[src/rtl/hazard_tag_pipe_pkg.sv]
// Shared definitions for the hazard tag pipeline: field widths, the
// "ignore"/"no use" timing codes, the tag record, the BUBBLE tag and age().
package hazard_tag_pipe_pkg;

    localparam int REG_W = 5;
    localparam int T_W   = 2;

    localparam logic [T_W-1:0] T_NEW_IGNORE = 2'd3;
    localparam logic [T_W-1:0] T_USE_NONE   = 2'd3;

    typedef struct packed {
        logic [REG_W-1:0] rs_base;
        logic [REG_W-1:0] rt;
        logic [T_W-1:0]   t_use_rs_base;
        logic [T_W-1:0]   t_use_rt;
        logic [T_W-1:0]   t_new;
        logic [REG_W-1:0] write_number;
        logic             write_enable;
    } tag_t;

    localparam tag_t BUBBLE_TAG = '{
        rs_base:       5'd0,
        rt:            5'd0,
        t_use_rs_base: T_USE_NONE,
        t_use_rt:      T_USE_NONE,
        t_new:         T_NEW_IGNORE,
        write_number:  5'd0,
        write_enable:  1'b0
    };

    // 3 means "not applicable" and 0 means "already due"; both are fixed points.
    function automatic logic [T_W-1:0] age_field(input logic [T_W-1:0] t);
        if (t == 2'd3 || t == 2'd0) begin
            return t;
        end
        return t - 2'd1;
    endfunction

    function automatic tag_t age_tag(input tag_t t);
        tag_t r;
        r               = t;
        r.t_new         = age_field(t.t_new);
        r.t_use_rs_base = age_field(t.t_use_rs_base);
        r.t_use_rt      = age_field(t.t_use_rt);
        return r;
    endfunction

endpackage

[src/rtl/hazard_tag_pipe_if.sv]
// Bus between the hazard controller and the tag pipeline: stall request and
// D-stage tag in, E/M/W stage tags, fetch enables and stall statistics out.
interface hazard_tag_pipe_if #(parameter int CNT_W = 32);
    import hazard_tag_pipe_pkg::*;

    logic             stall;
    logic [REG_W-1:0] D_rs_base;
    logic [REG_W-1:0] D_rt;
    logic [T_W-1:0]   D_T_use_rs_base;
    logic [T_W-1:0]   D_T_use_rt;
    logic [T_W-1:0]   D_T_new;
    logic [REG_W-1:0] D_REG_write_number;
    logic             D_REG_write_enable;

    logic [REG_W-1:0] E_rs_base, M_rs_base, W_rs_base;
    logic [REG_W-1:0] E_rt, M_rt, W_rt;
    logic [T_W-1:0]   E_T_use_rs_base, M_T_use_rs_base, W_T_use_rs_base;
    logic [T_W-1:0]   E_T_use_rt, M_T_use_rt, W_T_use_rt;
    logic [T_W-1:0]   E_T_new, M_T_new, W_T_new;
    logic [REG_W-1:0] E_REG_write_number, M_REG_write_number, W_REG_write_number;
    logic             E_REG_write_enable, M_REG_write_enable, W_REG_write_enable;

    logic             PC_enable;
    logic             FD_enable;
    logic [CNT_W-1:0] stall_cycles;
    logic             stall_timeout;

    modport master (
        output stall, D_rs_base, D_rt, D_T_use_rs_base, D_T_use_rt, D_T_new,
               D_REG_write_number, D_REG_write_enable,
        input  E_rs_base, M_rs_base, W_rs_base, E_rt, M_rt, W_rt,
               E_T_use_rs_base, M_T_use_rs_base, W_T_use_rs_base,
               E_T_use_rt, M_T_use_rt, W_T_use_rt,
               E_T_new, M_T_new, W_T_new,
               E_REG_write_number, M_REG_write_number, W_REG_write_number,
               E_REG_write_enable, M_REG_write_enable, W_REG_write_enable,
               PC_enable, FD_enable, stall_cycles, stall_timeout
    );

    modport slave (
        input  stall, D_rs_base, D_rt, D_T_use_rs_base, D_T_use_rt, D_T_new,
               D_REG_write_number, D_REG_write_enable,
        output E_rs_base, M_rs_base, W_rs_base, E_rt, M_rt, W_rt,
               E_T_use_rs_base, M_T_use_rs_base, W_T_use_rs_base,
               E_T_use_rt, M_T_use_rt, W_T_use_rt,
               E_T_new, M_T_new, W_T_new,
               E_REG_write_number, M_REG_write_number, W_REG_write_number,
               E_REG_write_enable, M_REG_write_enable, W_REG_write_enable,
               PC_enable, FD_enable, stall_cycles, stall_timeout
    );
endinterface

[src/rtl/hazard_tag_pipe_stage.sv]
// One pipeline stage tag register: loads either a BUBBLE or the incoming tag,
// optionally aged by one stage on the way in.
module hazard_tag_stage
    import hazard_tag_pipe_pkg::*;
#(
    parameter bit AGE = 1'b1
) (
    input  logic clk,
    input  logic reset_n,
    input  logic bubble,
    input  tag_t in_tag,
    output tag_t tag
);

    tag_t next_tag;

    // Select what the register captures at the next edge.
    always_comb begin
        next_tag = in_tag;
        if (bubble) begin
            next_tag = BUBBLE_TAG;
        end else if (AGE) begin
            next_tag = age_tag(in_tag);
        end
    end

    // Stage register; reset drops straight to BUBBLE.
    always_ff @(posedge clk or negedge reset_n) begin
        if (!reset_n) begin
            tag <= BUBBLE_TAG;
        end else begin
            tag <= next_tag;
        end
    end

endmodule

[src/rtl/hazard_tag_pipe.sv]
// Write-side companion of the hazard controller: carries hazard tags through
// E/M/W, inserts bubbles on stall, and keeps stall statistics and a watchdog.
module hazard_tag_pipe
    import hazard_tag_pipe_pkg::*;
#(
    parameter int WDOG_LIMIT = 16,
    parameter int CNT_W      = 32
) (
    input  logic             clk,
    input  logic             reset_n,
    hazard_tag_pipe_if.slave bus
);

    localparam int RUN_W = $clog2(WDOG_LIMIT + 1);
    localparam logic [RUN_W-1:0] RUN_LIMIT = RUN_W'(WDOG_LIMIT);

    tag_t             d_tag;
    tag_t             e_tag;
    tag_t             m_tag;
    tag_t             w_tag;
    logic [CNT_W-1:0] stall_cnt;
    logic [RUN_W-1:0] run_cnt;
    logic [RUN_W-1:0] run_next;
    logic             timeout;

    // Build the E-entry tag; a non-writing or $0 destination never creates a hazard.
    always_comb begin
        d_tag = '{
            rs_base:       bus.D_rs_base,
            rt:            bus.D_rt,
            t_use_rs_base: bus.D_T_use_rs_base,
            t_use_rt:      bus.D_T_use_rt,
            t_new:         bus.D_T_new,
            write_number:  bus.D_REG_write_number,
            write_enable:  bus.D_REG_write_enable
        };
        if (!bus.D_REG_write_enable || bus.D_REG_write_number == '0) begin
            d_tag.write_enable = 1'b0;
            d_tag.write_number = '0;
            d_tag.t_new        = T_NEW_IGNORE;
        end
    end

    hazard_tag_stage #(.AGE(1'b0)) e_stage (
        .clk(clk), .reset_n(reset_n), .bubble(bus.stall), .in_tag(d_tag), .tag(e_tag)
    );
    hazard_tag_stage #(.AGE(1'b1)) m_stage (
        .clk(clk), .reset_n(reset_n), .bubble(1'b0), .in_tag(e_tag), .tag(m_tag)
    );
    hazard_tag_stage #(.AGE(1'b1)) w_stage (
        .clk(clk), .reset_n(reset_n), .bubble(1'b0), .in_tag(m_tag), .tag(w_tag)
    );

    // Length of the current stall run, held at the limit once reached.
    always_comb begin
        run_next = '0;
        if (bus.stall) begin
            run_next = (run_cnt == RUN_LIMIT) ? run_cnt : run_cnt + RUN_W'(1);
        end
    end

    // Saturating stall counter, run counter and sticky watchdog flag.
    always_ff @(posedge clk or negedge reset_n) begin
        if (!reset_n) begin
            stall_cnt <= '0;
            run_cnt   <= '0;
            timeout   <= 1'b0;
        end else begin
            if (bus.stall && stall_cnt != '1) begin
                stall_cnt <= stall_cnt + CNT_W'(1);
            end
            run_cnt <= run_next;
            if (run_next == RUN_LIMIT) begin
                timeout <= 1'b1;
            end
        end
    end

    assign bus.PC_enable     = !bus.stall;
    assign bus.FD_enable     = !bus.stall;
    assign bus.stall_cycles  = stall_cnt;
    assign bus.stall_timeout = timeout;

    assign bus.E_rs_base          = e_tag.rs_base;
    assign bus.E_rt               = e_tag.rt;
    assign bus.E_T_use_rs_base    = e_tag.t_use_rs_base;
    assign bus.E_T_use_rt         = e_tag.t_use_rt;
    assign bus.E_T_new            = e_tag.t_new;
    assign bus.E_REG_write_number = e_tag.write_number;
    assign bus.E_REG_write_enable = e_tag.write_enable;

    assign bus.M_rs_base          = m_tag.rs_base;
    assign bus.M_rt               = m_tag.rt;
    assign bus.M_T_use_rs_base    = m_tag.t_use_rs_base;
    assign bus.M_T_use_rt         = m_tag.t_use_rt;
    assign bus.M_T_new            = m_tag.t_new;
    assign bus.M_REG_write_number = m_tag.write_number;
    assign bus.M_REG_write_enable = m_tag.write_enable;

    assign bus.W_rs_base          = w_tag.rs_base;
    assign bus.W_rt               = w_tag.rt;
    assign bus.W_T_use_rs_base    = w_tag.t_use_rs_base;
    assign bus.W_T_use_rt         = w_tag.t_use_rt;
    assign bus.W_T_new            = w_tag.t_new;
    assign bus.W_REG_write_number = w_tag.write_number;
    assign bus.W_REG_write_enable = w_tag.write_enable;

endmodule

[src/flat_wrapper.sv]
// flat-port wrapper written by rule: the top's interface ports become plain ports
module hazard_tag_pipe_flat import hazard_tag_pipe_pkg::*;
#(
    parameter int WDOG_LIMIT = 16,
    parameter int CNT_W      = 32
)
  (clk, reset_n, bus_stall, bus_D_rs_base, bus_D_rt, bus_D_T_use_rs_base, bus_D_T_use_rt, bus_D_T_new, bus_D_REG_write_number, bus_D_REG_write_enable, bus_E_rs_base, bus_M_rs_base, bus_W_rs_base, bus_E_rt, bus_M_rt, bus_W_rt, bus_E_T_use_rs_base, bus_M_T_use_rs_base, bus_W_T_use_rs_base, bus_E_T_use_rt, bus_M_T_use_rt, bus_W_T_use_rt, bus_E_T_new, bus_M_T_new, bus_W_T_new, bus_E_REG_write_number, bus_M_REG_write_number, bus_W_REG_write_number, bus_E_REG_write_enable, bus_M_REG_write_enable, bus_W_REG_write_enable, bus_PC_enable, bus_FD_enable, bus_stall_cycles, bus_stall_timeout);
  hazard_tag_pipe_if #(.CNT_W(CNT_W)) bus_i ();
  input  logic clk;
  input  logic reset_n;
  input wire logic [$bits(bus_i.stall)-1:0] bus_stall;
  input wire logic [$bits(bus_i.D_rs_base)-1:0] bus_D_rs_base;
  input wire logic [$bits(bus_i.D_rt)-1:0] bus_D_rt;
  input wire logic [$bits(bus_i.D_T_use_rs_base)-1:0] bus_D_T_use_rs_base;
  input wire logic [$bits(bus_i.D_T_use_rt)-1:0] bus_D_T_use_rt;
  input wire logic [$bits(bus_i.D_T_new)-1:0] bus_D_T_new;
  input wire logic [$bits(bus_i.D_REG_write_number)-1:0] bus_D_REG_write_number;
  input wire logic [$bits(bus_i.D_REG_write_enable)-1:0] bus_D_REG_write_enable;
  output wire logic [$bits(bus_i.E_rs_base)-1:0] bus_E_rs_base;
  output wire logic [$bits(bus_i.M_rs_base)-1:0] bus_M_rs_base;
  output wire logic [$bits(bus_i.W_rs_base)-1:0] bus_W_rs_base;
  output wire logic [$bits(bus_i.E_rt)-1:0] bus_E_rt;
  output wire logic [$bits(bus_i.M_rt)-1:0] bus_M_rt;
  output wire logic [$bits(bus_i.W_rt)-1:0] bus_W_rt;
  output wire logic [$bits(bus_i.E_T_use_rs_base)-1:0] bus_E_T_use_rs_base;
  output wire logic [$bits(bus_i.M_T_use_rs_base)-1:0] bus_M_T_use_rs_base;
  output wire logic [$bits(bus_i.W_T_use_rs_base)-1:0] bus_W_T_use_rs_base;
  output wire logic [$bits(bus_i.E_T_use_rt)-1:0] bus_E_T_use_rt;
  output wire logic [$bits(bus_i.M_T_use_rt)-1:0] bus_M_T_use_rt;
  output wire logic [$bits(bus_i.W_T_use_rt)-1:0] bus_W_T_use_rt;
  output wire logic [$bits(bus_i.E_T_new)-1:0] bus_E_T_new;
  output wire logic [$bits(bus_i.M_T_new)-1:0] bus_M_T_new;
  output wire logic [$bits(bus_i.W_T_new)-1:0] bus_W_T_new;
  output wire logic [$bits(bus_i.E_REG_write_number)-1:0] bus_E_REG_write_number;
  output wire logic [$bits(bus_i.M_REG_write_number)-1:0] bus_M_REG_write_number;
  output wire logic [$bits(bus_i.W_REG_write_number)-1:0] bus_W_REG_write_number;
  output wire logic [$bits(bus_i.E_REG_write_enable)-1:0] bus_E_REG_write_enable;
  output wire logic [$bits(bus_i.M_REG_write_enable)-1:0] bus_M_REG_write_enable;
  output wire logic [$bits(bus_i.W_REG_write_enable)-1:0] bus_W_REG_write_enable;
  output wire logic [$bits(bus_i.PC_enable)-1:0] bus_PC_enable;
  output wire logic [$bits(bus_i.FD_enable)-1:0] bus_FD_enable;
  output wire logic [$bits(bus_i.stall_cycles)-1:0] bus_stall_cycles;
  output wire logic [$bits(bus_i.stall_timeout)-1:0] bus_stall_timeout;
  assign bus_i.stall = bus_stall;
  assign bus_i.D_rs_base = bus_D_rs_base;
  assign bus_i.D_rt = bus_D_rt;
  assign bus_i.D_T_use_rs_base = bus_D_T_use_rs_base;
  assign bus_i.D_T_use_rt = bus_D_T_use_rt;
  assign bus_i.D_T_new = bus_D_T_new;
  assign bus_i.D_REG_write_number = bus_D_REG_write_number;
  assign bus_i.D_REG_write_enable = bus_D_REG_write_enable;
  assign bus_E_rs_base = bus_i.E_rs_base;
  assign bus_M_rs_base = bus_i.M_rs_base;
  assign bus_W_rs_base = bus_i.W_rs_base;
  assign bus_E_rt = bus_i.E_rt;
  assign bus_M_rt = bus_i.M_rt;
  assign bus_W_rt = bus_i.W_rt;
  assign bus_E_T_use_rs_base = bus_i.E_T_use_rs_base;
  assign bus_M_T_use_rs_base = bus_i.M_T_use_rs_base;
  assign bus_W_T_use_rs_base = bus_i.W_T_use_rs_base;
  assign bus_E_T_use_rt = bus_i.E_T_use_rt;
  assign bus_M_T_use_rt = bus_i.M_T_use_rt;
  assign bus_W_T_use_rt = bus_i.W_T_use_rt;
  assign bus_E_T_new = bus_i.E_T_new;
  assign bus_M_T_new = bus_i.M_T_new;
  assign bus_W_T_new = bus_i.W_T_new;
  assign bus_E_REG_write_number = bus_i.E_REG_write_number;
  assign bus_M_REG_write_number = bus_i.M_REG_write_number;
  assign bus_W_REG_write_number = bus_i.W_REG_write_number;
  assign bus_E_REG_write_enable = bus_i.E_REG_write_enable;
  assign bus_M_REG_write_enable = bus_i.M_REG_write_enable;
  assign bus_W_REG_write_enable = bus_i.W_REG_write_enable;
  assign bus_PC_enable = bus_i.PC_enable;
  assign bus_FD_enable = bus_i.FD_enable;
  assign bus_stall_cycles = bus_i.stall_cycles;
  assign bus_stall_timeout = bus_i.stall_timeout;
  hazard_tag_pipe #(.WDOG_LIMIT(WDOG_LIMIT), .CNT_W(CNT_W)) u_core (.clk(clk), .reset_n(reset_n), .bus(bus_i));
endmodule
[config.mk]
export PLATFORM = sky130hd
export DESIGN_NAME = hazard_tag_pipe_flat
export DESIGN_NICKNAME = d
export VERILOG_FILES = /design/src/rtl/hazard_tag_pipe_pkg.sv /design/src/rtl/hazard_tag_pipe_if.sv /design/src/rtl/hazard_tag_pipe_stage.sv /design/src/rtl/hazard_tag_pipe.sv /design/src/flat_wrapper.sv
export SDC_FILE = /design/constraint.sdc
export NUM_CORES = 1
export LEC_CHECK = 0
export ABC_AREA = 1
export ABC_CLOCK_PERIOD_IN_PS = 2050
export CAP_MARGIN = 10
export CORE_ASPECT_RATIO = 1.75
export CORE_MARGIN = 10
export CORE_UTILIZATION = 49
export CTS_CLUSTER_SIZE = 10
export DETAILED_ROUTE_END_ITERATION = 7
export PLACE_DENSITY = 0.8
export SLEW_MARGIN = 25
export SYNTH_ARGS = -nofsm -noshare
export SYNTH_HDL_FRONTEND = slang
export SYNTH_SLANG_ARGS = --single-unit
[constraint.sdc]
create_clock -name clk -period 2.05 [get_ports clk]
set_clock_uncertainty 0.05 [all_clocks]
set_input_delay 0.3075 -clock clk [delete_from_list [all_inputs] [get_ports clk]]
set_output_delay 0.3075 -clock clk [all_outputs]
set_load 0.02 [all_outputs]
==> impl_metrics.env, run 1 <==
export IMPL_hpwl_mm=9.23
export IMPL_synthMostInstantiatedCell="nand2_1"
export IMPL_dieHeight_um=150
export IMPL_clk_pin_slew_worst_paths_ns=0.07
export IMPL_cts_tree="yes"
export IMPL_slew_viol_final=0
export IMPL_critPathSlowestCell="clkdlybuf4s50_1"
export IMPL_drt_wl_total_mm=12.1
export IMPL_worstPathRequired_ns=1.69
export IMPL_hold_viol=0
export IMPL_viasPerCell=4.92
export IMPL_die_w_um=94.4
export IMPL_first_global_vias=3759
export IMPL_min_period_ns=1.95
export IMPL_portBuffers=125
export IMPL_ys_seq_area_share_pct=55.3
export IMPL_via_count=3776
export IMPL_htreeDepth=3
export IMPL_tightest_slew_ns=0.572
export IMPL_syn_area_per_cell_um2=8.87
export IMPL_holdPathStages=0
export IMPL_ir_worst_vdd_mv=0.425
export IMPL_cts_num_sinks=104
export IMPL_cts_made_buffers=9
export IMPL_r2r_end="u_core.bus.stall_cycles[5]$_DFFE_PN0P_"
export IMPL_async_reset_ff_share_pct=100
export IMPL_synth_cell_types=27
export IMPL_clockBufferDepth=2
export IMPL_critPathCaptureType="output port"
export IMPL_grt_max_degree=105
export IMPL_outcome="finished clean"
export IMPL_critPathArrivalTime_ns=1.59
export IMPL_firstDrtPassIters=4
export IMPL_netlist_instances=535
export IMPL_root_buffer="clkbuf_16"
export IMPL_hold_start="u_core.e_stage.tag[13]$_DFF_PN0_"
export IMPL_r2r_slack_ns=0.17
export IMPL_worstPathCellList="clkdlybuf4s50_1 > inv_1 > clkdlybuf4s50_1"
export IMPL_grt_use_total_pct=17.0
export IMPL_netlist_area_leader_share_pct=45.4
export IMPL_ioPinCount=126
export IMPL_synth_main_ff_cell="dfrtp_1"
export IMPL_antenna_found_initial=0
export IMPL_syn_to_final_growth_pct=31.8
export IMPL_rows=47
export IMPL_nets=674
export IMPL_synthTopCellsByCount="nand2_1 (173), dfrtp_1 (86), nor2_1 (61), inv_1 (56), buf_4 (31)"
export IMPL_route_detailed_wl_per_inst_um=15.7
export IMPL_cap_violations=0
export IMPL_die_area_um2=14200
export IMPL_synth_edf_count=0
export IMPL_min_period_over_period_pct=95.0
export IMPL_place_congestion=0.901
export IMPL_ys_top_cells_by_area="dfrtp_1 (45%), nand2_1 (14%), dfstp_2 (10%)"
export IMPL_yosysWarnings=0
export IMPL_synth_nets=569
export IMPL_layout_drive_gt1_share_pct=10.5
export IMPL_min_path_type="flip-flop to flip-flop"
export IMPL_leakagePower_uw=0.00294
export IMPL_start_util_pct=50.1
export IMPL_worstSetupPathType="primary input to output port"
export IMPL_power_uw=4870
export IMPL_fin_tns_setup_ns=0
export IMPL_core_area_um2=9470
export IMPL_worst_hold_slack_ns=0.326
export IMPL_clk_latency_ns=0.35
export IMPL_overflow=0
export IMPL_post_route_drc_count=0
export IMPL_rsz0062_at_grt="no"
export IMPL_netlist_area_um2=4740
export IMPL_ys_seq_elements=104
export IMPL_antennaDiodeCount=0
export IMPL_reg2reg_depth=10
export IMPL_crit_reg2reg_launch="u_core.bus.stall_cycles[1]$_DFFE_PN0P_"
export IMPL_ant_nets=0
export IMPL_grt_pass1_wl_mm=18.8
export IMPL_slew_headroom_pct=61.9
export IMPL_power_density_nw_per_um2=778
export IMPL_drt_iter0_markers=125
export IMPL_synth_largest_area_cell="dfrtp_1"
export IMPL_crit_fanout=4
export IMPL_crit_path_start_kind="primary input"
export IMPL_max_stage_delay_ns=0.65
export IMPL_crit_top_cell="clkdlybuf4s50_1"
export IMPL_hold_end="u_core.m_stage.tag[13]$_DFF_PN0_"
export IMPL_fmax_ghz=0.514
export IMPL_setup_viol=0
per-stage QoR:
| stage | utilization (%) | instances | setup slack [ns] | cell area, µm² |
|---|---|---|---|---|
| after global routing | 66.1 | 767 | 0.0194 | 6250 |
| after floorplan | - | 535 | 0.197 | 4740 |
| after CTS | 66.0 | 767 | 0.0753 | 6250 |
| after global placement | 62.6 | 750 | 0.0772 | 5930 |
| final | 66.1 | 767 | 0.103 | 6250 |
| after detailed placement | 62.6 | 750 | 0.0753 | 5930 |
worst max-delay path by stage:
stage / startpoint / end / slack [ns] / depth (start not counted)
floorplan: u_core.bus.stall_cycles[0]$_DFFE_PN0P_ / u_core.bus.stall_cycles[19]$_DFFE_PN0P_ / 0.20 / 11
global placement: bus_stall / bus_FD_enable / 0.08 / 3
detailed placement: bus_stall / bus_FD_enable / 0.08 / 3
CTS: bus_stall / bus_FD_enable / 0.08 / 3
global route: u_core.bus.stall_cycles[1]$_DFFE_PN0P_ / u_core.bus.stall_cycles[6]$_DFFE_PN0P_ / 0.02 / 10
finish: bus_stall / bus_FD_enable / 0.10 / 3
cell usage in the layout, fill, tap and decap left out, types with 9 or more instances in the layout:
master / instances
clkbuf_16: 9
dfrtp_1: 86
xor2_1: 13
ha_1: 9
inv_1: 56
nand3_1: 27
dfstp_2: 18
clkdlybuf4s50_1: 124
nand2_1: 173
nor2_1: 61
nand2_2: 11
layout make-up:
class	instances	area (µm²)
flip-flops and latches	104	2630
inverters	57	216
repair buffers	133	1340
clock inverters	7	86.3
well taps	122	153
clock buffers	9	225
fillers	756	3210
multi-input cells	335	1610
sequential cells by signal, summed over array words and instances, names as in the netlist:
| register | cells |
|---|---|
| u_core.bus.stall_cycles | 32 |
| u_core.bus.stall_timeout | 1 |
| u_core.e_stage.tag | 22 |
| u_core.m_stage.tag | 22 |
| u_core.run_cnt | 5 |
| u_core.w_stage.tag | 22 |
report_power, final:
part	switching (µW)	internal, µW
Sequential	118	2220
Combinational	432	376
Clock	843	875
per-layer routing:
layer | part of all wire [%] | vias to the layer above | wire length (µm) | global-route usage (%)
li1 | - | 1816 | - | -
met1 | 34 | 1785 | 4160 | 17.5
met2 | 53 | 146 | 6360 | 30.3
met3 | 9.2 | 29 | 1110 | 5.03
met4 | 3.5 | 0 | 421 | 8.40
met5 | 0 | - | 0 | 0
cell families after synthesis:
| family | Yosys count | synth area share, % |
|---|---|---|
| simple gates | 297 | 26.9 |
| flops | 104 | 55.3 |
| buf+inv | 96 | 10.7 |
| xor+xnor | 20 | 3.69 |
| compound gates | 9 | 1.00 |
| fa+ha+maj | 9 | 2.37 |
critical path: cells and delay by family:
kind,cells,cell delay (ns)
buf+inv,3,1.28
what timing repair did:
action,4_1_cts,5_1_grt
gates resized for setup,0,2
hold buffers,1,0
endpoints found under the setup margin,0,14
hold endpoints to repair,53,0
buffers inserted,0,0
(Power assumes the default switching activity.)
==> inputs of run 2 (changes only) <==
--- a/config.mk
+++ b/config.mk
@@ -14,6 +14,7 @@
 export CTS_CLUSTER_SIZE = 10
 export DETAILED_ROUTE_END_ITERATION = 7
 export PLACE_DENSITY = 0.8
+export REMOVE_ABC_BUFFERS = 1
 export SLEW_MARGIN = 25
 export SYNTH_ARGS = -nofsm -noshare
 export SYNTH_HDL_FRONTEND = slang
==> run 2 against run 1 <==
Effect of this change:
- clock power grew 4%
- non-clock buffer count is 1 higher
- first-iteration DRC count rose by 6.4%
- critical endpoint is now bus_M_T_use_rt[0]
- cell area up 0.34%
- count of clock-buffer cells in the layout increased by 3
- worst hold slack worse by 0.0014 ns
- utilization is 0.22 points higher
- maximum frequency grew 3.6%
- global-route usage up 0.65 points
==> impl_metrics.env, run 2 (synthesis gave the netlist of run 1 again) <==
export IMPL_outcome="finished clean"
export IMPL_drt_iter0_markers=133
export IMPL_min_period_ns=1.88
export IMPL_layout_commonest_cell="nand2_1"
export IMPL_slew_headroom_pct=66.2
export IMPL_setup_viol=0
export IMPL_layout_setup_ws_ns=0.171
export IMPL_hold_viol=0
export IMPL_post_place_cells=751
export IMPL_die_w_um=94.4
export IMPL_worstPathRequired_ns=1.69
export IMPL_ir_worst_vdd_mv=0.564
export IMPL_rows=47
export IMPL_nets=675
export IMPL_cap_violations=0
export IMPL_antennaDiodeCount=0
export IMPL_first_global_vias=3963
export IMPL_met1_length_mm=4.01
export IMPL_fmax_ghz=0.532
export IMPL_die_area_um2=14200
export IMPL_root_buffer="clkbuf_16"
export IMPL_grt_use_total_pct=17.7
export IMPL_path_buf_inv=1
export IMPL_met2_length_mm=6.53
export IMPL_crit_fanout=3
export IMPL_worstPathCellList="clkdlybuf4s50_1"
export IMPL_clk_latency_ns=0.34
export IMPL_viasPerCell=4.82
export IMPL_clk_pin_slew_worst_paths_ns=0.07
export IMPL_drt_wl_total_mm=12.1
export IMPL_post_route_drc_count=0
export IMPL_htreeDepth=3
export IMPL_power_net_switching_uw=1350
export IMPL_dp_slack_ns=0.0963
export IMPL_mostFrequentLayoutCells="nand2_1 (173), clkdlybuf4s50_1 (124), dfrtp_1 (86)"
export IMPL_syn_to_final_growth_pct=32.3
export IMPL_overflow=0
export IMPL_hpwl_mm=9.45
export IMPL_portBuffers=125
export IMPL_rsz0062_at_grt="no"
export IMPL_cts_made_buffers=9
export IMPL_cts_tree="yes"
export IMPL_fin_tns_setup_ns=0
export IMPL_dieHeight_um=150
export IMPL_cts_num_sinks=104
export IMPL_postCtsSetupBuffers=0
export IMPL_power_uw=4950
export IMPL_swShare_pct=27.2
export IMPL_internal_power_uw=3600
export IMPL_highest_layer="met4"
export IMPL_firstDrtPassIters=4
export IMPL_power_share_clock_pct=36.1
export IMPL_grt_max_degree=36
export IMPL_min_path_type="flip-flop to flip-flop"
export IMPL_power_frac_seq_pct=47.3
export IMPL_ant_nets=0
export IMPL_leakagePower_uw=0.00295
export IMPL_crit_family="buffers and inverters"
export IMPL_crit_path_start_kind="flip-flop"
export IMPL_clockBufferDepth=2
export IMPL_place_congestion=0.892
export IMPL_ioPinCount=126
export IMPL_slew_viol_final=0
export IMPL_route_detailed_wl_per_inst_um=15.8
export IMPL_start_util_pct=50.1
export IMPL_core_area_um2=9470
export IMPL_max_stage_delay_ns=0.63
export IMPL_layout_drive_gt1_share_pct=10.7
export IMPL_tightest_slew_ns=0.507
export IMPL_via_count=3703
export IMPL_min_period_over_period_pct=91.7
export IMPL_critPathArrivalTime_ns=1.52
export IMPL_power_density_nw_per_um2=789
export IMPL_wl_met3_mm=1.27
export IMPL_p_comb_share_pct=16.6
export IMPL_critPathSlowestCell="clkdlybuf4s50_1"
export IMPL_critPathCaptureType="output port"
export IMPL_antenna_found_initial=0
export IMPL_largest_reg_flops=32
export IMPL_layout_cells_non_filler=768
export IMPL_grt_pass1_wl_mm=19.5
export IMPL_worstSetupPathType="flip-flop to output port"
## run 2: cell count changes in the layout (fill, tap and decap cells not counted)
cell	previous run	this run
buf_6	0	1
clkbuf_1	0	1
clkbuf_16	9	11
clkinv_8	3	0
ha_1	9	8
ha_2	0	1
inv_6	2	1
inv_8	1	2
## run 2: path summary, 6_finish.rpt
path	startpoint	end	slack, ns	cells past startpoint
min in group asynchronous	reset_n	u_core.e_stage.tag[0]$_DFF_PN0_	0.41	2
worst max register to register	u_core.bus.stall_cycles[1]$_DFFE_PN0P_	u_core.bus.stall_cycles[6]$_DFFE_PN0P_	0.17	9
worst max-delay path	u_core.m_stage.tag[8]$_DFF_PN1_	bus_M_T_use_rt[0]	0.17	1
worst min-delay path	u_core.m_stage.tag[19]$_DFF_PN0_	u_core.w_stage.tag[19]$_DFF_PN0_	0.32	0
max in group asynchronous	reset_n	u_core.w_stage.tag[10]$_DFF_PN1_	0.88	3
worst min register to register	u_core.m_stage.tag[19]$_DFF_PN0_	u_core.w_stage.tag[19]$_DFF_PN0_	0.32	0
## run 2: per-stage QoR
step / hold WS [ns] / utilization, % / area [µm²]
global placement: 0.252 / 62.7 / 5940
finish: 0.324 / 66.3 / 6270
CTS: 0.326 / 66.2 / 6270
global route: 0.339 / 66.3 / 6270
detailed placement: 0.260 / 62.7 / 5940
floorplan: -0.0381 / - / 4450
## run 2: power by group through the flow
stage	combinational, µW	sequential, µW	clock [µW]
2_1_floorplan	190	2540	0
3_3_place_gp	813	2370	0
3_5_place_dp	832	2380	0
4_1_cts	838	2340	1830
5_1_grt	891	2370	1900
6_report	822	2340	1790
## run 2: routing by layer
| layer | up-vias | global-route usage, % |
|---|---|---|
| li1 | 1809 | - |
| met1 | 1743 | 16.8 |
| met2 | 132 | 31.9 |
| met3 | 19 | 7.93 |
| met4 | 0 | 6.79 |
| met5 | - | 0 |
## run 2: final cells by class
type                       instances  area, µm²
tap                              122        153
clock inverter                     4       40.0
timing repair buffer             134       1350
fill                             746       3190
inverter                          57        216
clock buffer                      12        279
sequential                       104       2630
multi-input combinational        335       1610
## run 2: what timing repair did
| item | in CTS | in global routing |
|---|---|---|
| hold endpoints to repair | 32 | 0 |
| hold buffers | 1 | 0 |
| gates resized for setup | 0 | 4 |
| setup endpoints to repair | 0 | 23 |
